## src/rtl/quad_uart_pkg.sv

```systemverilog
// quad_uart_pkg: shared definitions for the quad UART.
// Holds the register offsets, IIR codes, LSR bit indices and the receiver
// state encoding used by quad_uart and quad_uart_channel.
package quad_uart_pkg;

    // Register offsets within one channel (byte address bits [4:2])
    localparam logic [2:0] REG_RBR_THR = 3'd0;  // DLL when DLAB = 1
    localparam logic [2:0] REG_IER     = 3'd1;  // DLM when DLAB = 1
    localparam logic [2:0] REG_IIR     = 3'd2;
    localparam logic [2:0] REG_LCR     = 3'd3;
    localparam logic [2:0] REG_MCR     = 3'd4;
    localparam logic [2:0] REG_LSR     = 3'd5;
    localparam logic [2:0] REG_MSR     = 3'd6;

    // IIR codes, highest priority first
    localparam logic [7:0] IIR_LINE   = 8'h06;
    localparam logic [7:0] IIR_RXDATA = 8'h04;
    localparam logic [7:0] IIR_THRE   = 8'h02;
    localparam logic [7:0] IIR_NONE   = 8'h01;

    // LSR bit positions
    localparam int LSR_DR   = 0;
    localparam int LSR_OE   = 1;
    localparam int LSR_FE   = 3;
    localparam int LSR_THRE = 5;
    localparam int LSR_TEMT = 6;

    typedef enum logic [1:0] {
        RX_IDLE  = 2'd0,
        RX_START = 2'd1,
        RX_DATA  = 2'd2,
        RX_STOP  = 2'd3
    } rx_state_t;

endpackage

```

## src/rtl/quad_uart_channel.sv

```systemverilog
// quad_uart_channel: one simplified 16550-style UART channel.
// Contains the register file, the baud engine, the transmitter and the
// receiver. Fixed 8N1 framing with 16 ticks per bit.
//
// Ports:
//   clk, rst_n       clock, asynchronous active-low reset
//   rd, wr           one-cycle register access strobes (the bus ack cycle)
//   addr, wdat       register offset and write data
//   rdat             read value of the addressed register (combinational)
//   rx               serial in (asynchronous, synchronised here)
//   cts, dsr, ri, dcd  modem inputs, active-low
//   tx               serial out
//   rts, dtr         modem outputs, active-low
//   irq              registered interrupt, high while IIR[0] = 0
module quad_uart_channel
    import quad_uart_pkg::*;
#(
    parameter logic [15:0] DIV_RESET = 16'd0
) (
    input  logic       clk,
    input  logic       rst_n,
    input  logic       rd,
    input  logic       wr,
    input  logic [2:0] addr,
    input  logic [7:0] wdat,
    output logic [7:0] rdat,
    input  logic       rx,
    input  logic       cts,
    input  logic       dsr,
    input  logic       ri,
    input  logic       dcd,
    output logic       tx,
    output logic       rts,
    output logic       dtr,
    output logic       irq
);

    logic       dlab;
    logic [2:0] ier;
    logic [1:0] mcr;
    logic [7:0] dll, dlm, thr, rbr;
    logic       thre, thre_int, dr, oe, fe;
    logic [7:0] lsr, iir, msr;

    // Decoded access strobes
    logic wr_thr, wr_dll, wr_dlm, rd_rbr, rd_lsr, rd_iir;
    assign wr_thr = wr && addr == REG_RBR_THR && !dlab;
    assign wr_dll = wr && addr == REG_RBR_THR && dlab;
    assign wr_dlm = wr && addr == REG_IER && dlab;
    assign rd_rbr = rd && addr == REG_RBR_THR && !dlab;
    assign rd_lsr = rd && addr == REG_LSR;
    assign rd_iir = rd && addr == REG_IIR;

    // ---------------- Baud engine ----------------
    logic [15:0] baud_cnt, div_new;
    logic        tick;

    always_comb begin
        div_new = {dlm, dll};
        if (wr_dll) div_new[7:0]  = wdat;
        if (wr_dlm) div_new[15:8] = wdat;
    end

    // A zero divisor never ticks, which halts tx and rx.
    assign tick = ({dlm, dll} != 16'd0) && (baud_cnt == 16'd0);

    always_ff @(posedge clk or negedge rst_n) begin
        if (!rst_n)                 baud_cnt <= DIV_RESET - 16'd1;
        else if (wr_dll || wr_dlm)  baud_cnt <= div_new - 16'd1;
        else if (tick)              baud_cnt <= {dlm, dll} - 16'd1;
        else if (baud_cnt != 16'd0) baud_cnt <= baud_cnt - 16'd1;
    end

    // ---------------- Transmitter ----------------
    logic       tx_busy, tx_load;
    logic [9:0] tx_sh;
    logic [3:0] tx_tcnt, tx_bcnt;

    // A THR write in the same cycle wins; the new byte loads on a later tick.
    assign tx_load = tick && !tx_busy && !thre && !wr_thr;

    always_ff @(posedge clk or negedge rst_n) begin
        if (!rst_n) begin
            tx_busy <= 1'b0;
            tx_sh   <= 10'h3FF;
            tx_tcnt <= 4'd0;
            tx_bcnt <= 4'd0;
        end else if (tx_load) begin
            tx_busy <= 1'b1;
            tx_sh   <= {1'b1, thr, 1'b0};
            tx_tcnt <= 4'd0;
            tx_bcnt <= 4'd0;
        end else if (tx_busy && tick) begin
            if (tx_tcnt == 4'd15) begin
                tx_tcnt <= 4'd0;
                tx_sh   <= {1'b1, tx_sh[9:1]};
                if (tx_bcnt == 4'd9) tx_busy <= 1'b0;
                else                 tx_bcnt <= tx_bcnt + 4'd1;
            end else begin
                tx_tcnt <= tx_tcnt + 4'd1;
            end
        end
    end

    assign tx = tx_busy ? tx_sh[0] : 1'b1;

    // ---------------- Receiver ----------------
    logic       rx_m, rx_s, rx_d;
    rx_state_t  rx_state, rx_next;
    logic [3:0] rx_tcnt, rx_target;
    logic [2:0] rx_bcnt;
    logic [7:0] rx_sh;
    logic       rx_at, rx_shift, rx_done;

    always_ff @(posedge clk or negedge rst_n) begin
        if (!rst_n) begin
            rx_m <= 1'b1;
            rx_s <= 1'b1;
            rx_d <= 1'b1;
        end else begin
            rx_m <= rx;
            rx_s <= rx_m;
            rx_d <= rx_s;
        end
    end

    // Start bit is checked at its 8th tick; later bits every 16 ticks.
    assign rx_target = (rx_state == RX_START) ? 4'd7 : 4'd15;
    assign rx_at     = tick && (rx_tcnt == rx_target);

    always_ff @(posedge clk or negedge rst_n) begin
        if (!rst_n) rx_state <= RX_IDLE;
        else        rx_state <= rx_next;
    end

    always_comb begin
        rx_next = rx_state;
        case (rx_state)
            RX_IDLE:  if (rx_d && !rx_s) rx_next = RX_START;
            RX_START: if (rx_at) rx_next = rx_s ? RX_IDLE : RX_DATA;
            RX_DATA:  if (rx_at && rx_bcnt == 3'd7) rx_next = RX_STOP;
            RX_STOP:  if (rx_at) rx_next = RX_IDLE;
            default:  rx_next = RX_IDLE;
        endcase
    end

    always_comb begin
        rx_shift = 1'b0;
        rx_done  = 1'b0;
        case (rx_state)
            RX_DATA: rx_shift = rx_at;
            RX_STOP: rx_done  = rx_at;
            default: ;
        endcase
    end

    always_ff @(posedge clk or negedge rst_n) begin
        if (!rst_n) begin
            rx_tcnt <= 4'd0;
            rx_bcnt <= 3'd0;
            rx_sh   <= 8'd0;
        end else begin
            if (rx_state == RX_IDLE || rx_at) rx_tcnt <= 4'd0;
            else if (tick)                    rx_tcnt <= rx_tcnt + 4'd1;
            if (rx_state != RX_DATA) rx_bcnt <= 3'd0;
            else if (rx_shift)       rx_bcnt <= rx_bcnt + 3'd1;
            if (rx_shift) rx_sh <= {rx_s, rx_sh[7:1]};
        end
    end

    // ---------------- Register file ----------------
    always_ff @(posedge clk or negedge rst_n) begin
        if (!rst_n) begin
            dlab     <= 1'b0;
            ier      <= 3'd0;
            mcr      <= 2'd0;
            dll      <= DIV_RESET[7:0];
            dlm      <= DIV_RESET[15:8];
            thr      <= 8'd0;
            thre     <= 1'b1;
            thre_int <= 1'b0;
            rbr      <= 8'd0;
            dr       <= 1'b0;
            oe       <= 1'b0;
            fe       <= 1'b0;
            irq      <= 1'b0;
        end else begin
            if (wr_dll) dll <= wdat;
            if (wr_dlm) dlm <= wdat;
            if (wr && addr == REG_IER && !dlab) ier <= wdat[2:0];
            if (wr && addr == REG_LCR) dlab <= wdat[7];
            if (wr && addr == REG_MCR) mcr <= wdat[1:0];

            if (wr_thr) begin
                thr      <= wdat;
                thre     <= 1'b0;
                thre_int <= 1'b0;
            end else if (tx_load) begin
                thre     <= 1'b1;
                thre_int <= 1'b1;
            end else if (rd_iir && iir == IIR_THRE) begin
                thre_int <= 1'b0;
            end

            // A completing frame takes precedence over a same-cycle read.
            if (rx_done) begin
                rbr <= rx_sh;
                dr  <= 1'b1;
                oe  <= dr | (oe & !rd_lsr);
                fe  <= !rx_s | (fe & !rd_lsr);
            end else begin
                if (rd_rbr) dr <= 1'b0;
                if (rd_lsr) begin
                    oe <= 1'b0;
                    fe <= 1'b0;
                end
            end

            irq <= !iir[0];
        end
    end

    always_comb begin
        lsr           = 8'd0;
        lsr[LSR_DR]   = dr;
        lsr[LSR_OE]   = oe;
        lsr[LSR_FE]   = fe;
        lsr[LSR_THRE] = thre;
        lsr[LSR_TEMT] = thre && !tx_busy;
    end

    always_comb begin
        if (ier[2] && (oe || fe))   iir = IIR_LINE;
        else if (ier[0] && dr)      iir = IIR_RXDATA;
        else if (ier[1] && thre_int) iir = IIR_THRE;
        else                        iir = IIR_NONE;
    end

    assign msr = {~dcd, ~ri, ~dsr, ~cts, 4'b0000};
    assign dtr = ~mcr[0];
    assign rts = ~mcr[1];

    always_comb begin
        rdat = 8'd0;
        case (addr)
            REG_RBR_THR: rdat = dlab ? dll : rbr;
            REG_IER:     rdat = dlab ? dlm : {5'd0, ier};
            REG_IIR:     rdat = iir;
            REG_LCR:     rdat = {dlab, 7'd0};
            REG_MCR:     rdat = {6'd0, mcr};
            REG_LSR:     rdat = lsr;
            REG_MSR:     rdat = msr;
            default:     rdat = 8'd0;
        endcase
    end

endmodule

```

## src/rtl/quad_uart.sv

```systemverilog
// quad_uart: four UART channels behind one 32-bit Wishbone slave.
// Address bits [6:5] pick the channel, [4:2] the register. Vector bit
// [3-n] of every serial/modem/interrupt port belongs to channel n.
//
// Handshake: a request (cyc & stb) seen while ack is low is captured and
// acknowledged for exactly one cycle on the next edge; a held strobe is
// therefore acked every other cycle. Read data is driven only during ack,
// and register side effects take place at the edge closing the ack cycle.
// A write only takes effect when wb_sel_i[0] is set.
//
// Ports: Wishbone slave (wb_*), uart_tx/rx serial lines, uart_rts/dtr
// modem outputs, uart_cts/dsr/ri/dcd modem inputs, uart_int interrupts.
module quad_uart
    import quad_uart_pkg::*;
#(
    parameter int          NUM_CH    = 4,
    parameter logic [15:0] DIV_RESET = 16'd0
) (
    input  logic        wb_clk_i,
    input  logic        wb_rst_i,
    input  logic [31:0] wb_adr_i,
    input  logic [31:0] wb_dat_i,
    output logic [31:0] wb_dat_o,
    input  logic        wb_we_i,
    input  logic        wb_stb_i,
    input  logic        wb_cyc_i,
    input  logic [3:0]  wb_sel_i,
    output logic        wb_ack_o,
    output logic [3:0]  uart_tx,
    input  logic [3:0]  uart_rx,
    output logic [3:0]  uart_rts,
    input  logic [3:0]  uart_cts,
    output logic [3:0]  uart_dtr,
    input  logic [3:0]  uart_dsr,
    input  logic [3:0]  uart_ri,
    input  logic [3:0]  uart_dcd,
    output logic [3:0]  uart_int
);

    logic [1:0] ch_q;
    logic [2:0] reg_q;
    logic       we_q, sel_q;
    logic [7:0] wdat_q;
    logic [7:0] ch_rdat [NUM_CH];

    logic unused_bits;
    assign unused_bits = &{1'b0, wb_adr_i[31:7], wb_adr_i[1:0],
                           wb_dat_i[31:8], wb_sel_i[3:1]};

    always_ff @(posedge wb_clk_i or negedge wb_rst_i) begin
        if (!wb_rst_i) begin
            wb_ack_o <= 1'b0;
            ch_q     <= 2'd0;
            reg_q    <= 3'd0;
            we_q     <= 1'b0;
            sel_q    <= 1'b0;
            wdat_q   <= 8'd0;
        end else begin
            wb_ack_o <= wb_cyc_i && wb_stb_i && !wb_ack_o;
            if (wb_cyc_i && wb_stb_i && !wb_ack_o) begin
                ch_q   <= wb_adr_i[6:5];
                reg_q  <= wb_adr_i[4:2];
                we_q   <= wb_we_i;
                sel_q  <= wb_sel_i[0];
                wdat_q <= wb_dat_i[7:0];
            end
        end
    end

    assign wb_dat_o = wb_ack_o ? {24'd0, ch_rdat[ch_q]} : 32'd0;

    for (genvar n = 0; n < NUM_CH; n++) begin : g_ch
        logic hit;
        assign hit = wb_ack_o && (ch_q == 2'(n));

        quad_uart_channel #(.DIV_RESET(DIV_RESET)) u_ch (
            .clk   (wb_clk_i),
            .rst_n (wb_rst_i),
            .rd    (hit && !we_q),
            .wr    (hit && we_q && sel_q),
            .addr  (reg_q),
            .wdat  (wdat_q),
            .rdat  (ch_rdat[n]),
            .rx    (uart_rx[3-n]),
            .cts   (uart_cts[3-n]),
            .dsr   (uart_dsr[3-n]),
            .ri    (uart_ri[3-n]),
            .dcd   (uart_dcd[3-n]),
            .tx    (uart_tx[3-n]),
            .rts   (uart_rts[3-n]),
            .dtr   (uart_dtr[3-n]),
            .irq   (uart_int[3-n])
        );
    end

endmodule

```

## config.mk

```make
export PLATFORM = sky130hd
export DESIGN_NAME = quad_uart
export DESIGN_NICKNAME = d
export VERILOG_FILES = /design/src/rtl/quad_uart_pkg.sv /design/src/rtl/quad_uart_channel.sv /design/src/rtl/quad_uart.sv
export SDC_FILE = /design/constraint.sdc
export NUM_CORES = 1
export LEC_CHECK = 0
export ABC_AREA = 1
export BUFFER_PORTS_ARGS = -buffer_cell sky130_fd_sc_hd__buf_2
export CORE_ASPECT_RATIO = 1.75
export CORE_UTILIZATION = 60
export DETAILED_ROUTE_END_ITERATION = 16
export PLACE_DENSITY = 0.84
export REMOVE_ABC_BUFFERS = 1
export SLEW_MARGIN = 10
export SYNTH_ARGS = -nofsm -noshare
export SYNTH_HDL_FRONTEND = slang
export SYNTH_SLANG_ARGS = --single-unit
export TNS_END_PERCENT = 100
```

## constraint.sdc

```tcl
create_clock -name wb_clk_i -period 6.05 [get_ports wb_clk_i]
set_clock_uncertainty 0.2 [all_clocks]
set_input_delay 0.9075 -clock wb_clk_i [delete_from_list [all_inputs] [get_ports wb_clk_i]]
set_output_delay 0.9075 -clock wb_clk_i [all_outputs]
set_load 0.03 [all_outputs]
```

After elaboration in Yosys (flattened, before gate mapping) --
Index checks and enable logic that the tools add are counted.
Word-level totals: flip-flop bits (word level) 412, input port bits 93, output and inout bits 49, logic and storage cells 675
Operators by class: add/sub/neg operators 28, $lt $le $gt $ge 1, equality and inequality tests 65, multiplexer cells 200, bitwise gates (word level) 41, reduce and logical (&&, ||, !) cells 234
Operators with widths (count):
- case mux 8 bit (7 select lines) | 4
- 2-to-1 mux 8 bit | 27
- 2-to-1 mux 16 bit | 12
- subtractor 16 x 1 -> 16 bit (second input constant) | 12
- 2-to-1 mux 4 bit | 40
- nonzero test 16 bit | 8
- 2-to-1 mux 10 bit | 12
- logical AND 1 bit | 118
- 2-to-1 mux 1 bit | 68
- zero test 16 bit | 4
- nonzero test 2 bit | 32
- adder 4 x 1 -> 4 bit (second input constant) | 12
- 2-to-1 mux 2 bit | 24
- inequality test 2 x 1 -> 1 bit (second input constant) | 20
- == test 4 bit (second input constant) | 8
- == test 8 x 2 -> 1 bit (second input constant) | 4
- case mux 2 bit (4 select lines) | 4
- zero test 1 bit | 30
- 2-to-1 mux 3 bit | 8
- NOT 1 bit | 24
- AND reduction 3 bit | 8
- nonzero test 3 bit | 8
- == test 3 bit (second input constant) | 7
- == test 2 bit (second input constant) | 10
- 16 further kinds | 65

Longest topological paths before layout --
depth in word-level cells 10, gate-level depth with buffers 18, gate-level depth less buffers 17

By module --
Synthesis repeated with hierarchy kept, for this count alone.
Second synthesis, totals: cells, all modules 2889, area total of the unflattened synthesis 22550.4 um^2
By module, submodules not included:
- quad_uart_channel at g_ch[0].u_ch ... | times used 3, cells an instance 680, area an instance 5347.6 um^2, seq. area each 2488.6 um^2
- quad_uart_channel at g_ch[3].u_ch | times used 1, cells an instance 676, area an instance 5335.1 um^2, seq. area each 2488.6 um^2
- quad_uart | times used 1, cells an instance 173, area an instance 1172.4 um^2, seq. area each 400.4 um^2

Least setup slack after synthesis --
Ideal clock, no wire load.
path kind register -> output, from register reg_q[0], to output port wb_dat_o[7], data arrival time 2.043 ns, required time 4.943 ns, slack 2.899 ns, cell stages (with the launch flop) 8, buffers on the path 0, cells stage by stage dfrtp_1 inv_1 nor3_1 inv_1 a32o_1 o211ai_1 nand3_1 a21oi_1
Between the ends: longest elaborated chain between the ends 6, elaborated cells between the ends (all ways) 15, classes of those cells eq/ne (6); mux (8); reduce/logical (1)
RTL lines:
- from (decl) | RTL line quad_uart.sv:41 | logic [2:0] reg_q;
- from (signal assigned) | RTL line quad_uart.sv:62 | reg_q <= wb_adr_i[4:2];
- == test 3 bit, or another cell as far along | RTL line quad_uart_channel.sv:245 | case (addr)
- case mux 8 bit (7 select lines) | RTL line quad_uart_channel.sv:245
- binary-select mux 8 bit (select 2 bit) (*) | RTL line quad_uart.sv:70 | assign wb_dat_o = wb_ack_o ? {24'd0, ch_rdat[ch_q]} : 32'd0;
- 2-to-1 mux 8 bit (implied by the code) (*) (2 in series) | RTL line quad_uart.sv:70
- 2-to-1 mux 8 bit (*) | RTL line quad_uart.sv:70
- to (decl) | RTL line quad_uart.sv:23 | output logic [31:0] wb_dat_o,
Mark *: on every way between the ends. The rest lies on a longest branch, timed or not. The select of a mux whose other input is x is not followed.

Final worst setup path --
from register reg_q[0], to output port wb_dat_o[3]
Same word-level chain as after synthesis.

==> flow_summary.json <==
{
  "routed_wl_mm": 60.8,
  "p_leak_uw": 0.0112,
  "p_per_area_nw_per_um2": 333,
  "cts.sinks": 408,
  "hold_viol_final": 0,
  "worst-setup-path-type": "flop to primary output",
  "area_growth_pct": 7.80,
  "synth.top_cell.area_share_pct": 33.6,
  "wl_per_cell_um": 18.3,
  "max-slew-margin-rel_pct": 27.2,
  "dp_hpwl_mm": 43.9,
  "min_path_type": "flop to flop",
  "synth.area.top_cells": "dfrtp_1 (34%), nand2_1 (14%), dfstp_2 (14%), o21ai_0 (5.8%), nand3_1 (5.0%)",
  "h-tree-depth": 2,
  "start_util_pct": 61.4,
  "path_cells": "inv_1, nor2_1, nand2_1, inv_1, nand2_1, nand3_1, o21ai_0, a31oi_1, a21oi_1, nor2_1, buf_2",
  "hold_buffers": 0,
  "period_minus_slack_ns": 4.47,
  "finalSetupViolations": 0,
  "grt_pass1_wl_mm": 97.2,
  "antenna_found_initial": 1,
  "port-buffer-count": 63,
  "end_kind": "primary output",
  "fillerInstances": 2985,
  "yosys.area.top_type": "dfrtp_1",
  "core_area_um2": 35400,
  "synth_seq_cells": 408,
  "cts-root-buf": "clkbuf_16",
  "ctsLongestPathBuffers": 3,
  "crit_fanout": 14,
  "placed_cells": 3251,
  "finalNonFillerCells": 3322,
  "clock_latency_ns": 0.56,
  "drtIter0Drc": 1780,
  "place_area_um2": 22100,
  "gp_congestion": 1.02,
  "grt_max_degree": 128,
  "ant_nets": 0,
  "firstDrtPassIters": 6,
  "ys_async_sr_fraction_pct": 100,
  "synth_cells": 2811,
  "whs_ns": 0.156,
  "cpPeakStageDelay_ns": 0.61,
  "yosysWarnings": 0,
  "cts_resized": 0,
  "cts_inserted_buffers": 39,
  "cts_tree": "done",
  "ys_seq_area_share_pct": 47.6,
  "path_clk_slew_ns": 0.06,
  "multi_input_area_um2": 9710,
  "rsz0062_at_grt": "no",
  "slew_viol_final": 0,
  "avgViaCountPerCell": 5.81,
  "vias": 19305,
  "drive_gt1_share_pct": 11.9,
  "cts_setup_buffers": 0,
  "status": "completed",
  "route.detailed.drc": 0,
  "design_area_um2": 23400,
  "setup-tns-final_ns": 0,
  "nets": 2948,
  "ios": 142,
  "drv_cap": 0,
  "post-route-util_pct": 66.2,
  "start_kind": "flop",
  "die_width_um": 146,
  "crit_arrival_ns": 3.36,
  "ys_types": 62,
  "worst_slew_pin_slew_ns": 1.09,
  "grt-ovfl-total": 0,
  "crit_required_ns": 4.94,
  "die-area_um2": 37000,
  "antenna_cells": 0,
  "syn_avg_cell_area_um2": 7.73,
  "die_h_um": 254,
  "synth_top_flop_cell": "dfrtp_1",
  "synth_edf_count": 0,
  "peakVddDrop_uv": 275,
  "cp_slowest_cell": "inv_1",
  "clock.fmax_ghz": 0.224,
  "grtUsageTotal_pct": 33.6,
  "final-seq-area_um2": 10400,
  "row_count": 91,
  "grt_pass1_vias": 18939,
  "timing.final.crit_share_pct": 73.9,
  "netlist_area_um2": 21700
}
==> synthesized netlist by cell type (all sizes together) (9+ instances only) <==
cell type,n
nand2,840
nor2,312
dfrtp,292
o21ai,270
inv,268
nand3,218
dfstp,116
a21oi,84
buf,76
clkbuf,53
o211ai,36
nor3,32
ha,28
nand4,26
a31oi,23
xor2,18
a221oi,11
or2,10
xnor2,9
==> cell type report <==
class	count	area share (%)
inverter	270	4.33
clock inverter	17	0.684
multi-input combinational	2027	41.4
timing repair buffer	81	2.07
clock buffer	54	4.80
sequential	408	44.2
tap	465	2.48
==> cell families (layout without fill, tap and decap cells) <==
family | count (synthesis) | in the layout | share of synthesized area [%]
AND/OR/NAND/NOR | 1456 | 1456 | 28.4
adder cells (fa/ha/maj) | 28 | 28 | 1.61
buffers and inverters | 399 | 422 | 8.08
multiplexers | 12 | 12 | 0.576
AO/OA/AOI/OAI | 480 | 480 | 12.6
other | 1 | 24 | 0.0173
XOR/XNOR | 27 | 27 | 1.09
flip-flops | 408 | 408 | 47.6
==> worst max-delay path: cells and delay by family, from the launching register on <==
family	cells	cell delay, ns
DFF	1	0.45
and+or+nand+nor	5	0.89
AOI/OAI and AO/OA	3	0.49
buffers and inverters	3	0.97
==> metal layers <==
metal  routed length (µm)  vias to the layer above  part of all wire, %  global-route usage [%]
met5                   12                        -                0.020                       0
met4                 3590                        2                  5.9                    19.9
met3                 3960                      214                  6.5                    4.72
met2                30500                      744                   50                    58.9
met1                22700                     9192                   37                    39.3
li1                     -                     9153                    -                       -
==> registers in the layout (all words and copies together) (netlist names), 12 cells and up, named ones only <==
signal,count
g_ch.u_ch.ier,12
g_ch.u_ch.dlm,32
g_ch.u_ch.thr,32
g_ch.u_ch.rx_sh,32
g_ch.u_ch.rbr,32
g_ch.u_ch.tx_sh,36
g_ch.u_ch.rx_tcnt,16
g_ch.u_ch.rx_bcnt,12
g_ch.u_ch.dll,32
g_ch.u_ch.baud_cnt,64
g_ch.u_ch.tx_tcnt,16
g_ch.u_ch.tx_bcnt,16
==> cell usage in the layout, fill, tap and decap left out, types with 8 or more instances in the layout <==
master and instances:
dfstp_2 116, o21ai_1 13, clkinv_2 9, inv_1 258
conb_1 24, nor2_2 13, nand4_1 25, nand3_1 215
buf_2 62, or2_2 9, mux2i_1 8, xnor2_1 9
a21oi_1 84, a221oi_1 11, dfrtp_1 292, o211ai_1 36
a22oi_1 8, buf_4 16, xor2_1 18, o21ai_0 254
nand2_2 13, nor2_1 285, clkbuf_16 40, inv_2 10
nor2_4 14, nor3_1 31, nand2_1 822, ha_1 28
a31oi_1 23
==> report_power, final <==
group,total (µW),internal (µW),switching [µW]
logic,1920,603,1310
clock network,2480,1400,1080
registers,3400,3160,235
total,7790,5160,2630
==> final timing paths <==
kind	from	end	slack (ns)	cells past startpoint
min in group asynchronous	wb_rst_i	g_ch[2].u_ch.tx_bcnt[1]	0.27	1
max	reg_q[0]	wb_dat_o[3]	1.58	11
min reg2reg	g_ch[2].u_ch.rx_m	g_ch[2].u_ch.rx_s	0.16	0
max reg2reg	ch_q[1]	g_ch[1].u_ch.baud_cnt[10]	1.85	16
min	g_ch[2].u_ch.rx_m	g_ch[2].u_ch.rx_s	0.16	0
max in group asynchronous	wb_rst_i	g_ch[0].u_ch.dll[1]	3.90	2
==> stage by stage <==
stage	setup slack, ns	power [µW]
after global routing	1.39	8200
final	1.58	7790
after floorplan	2.88	4720
after global placement	2.11	5240
after detailed placement	2.01	5310
after CTS	1.67	7780
No activity file was read; power rests on OpenSTA's default activity.
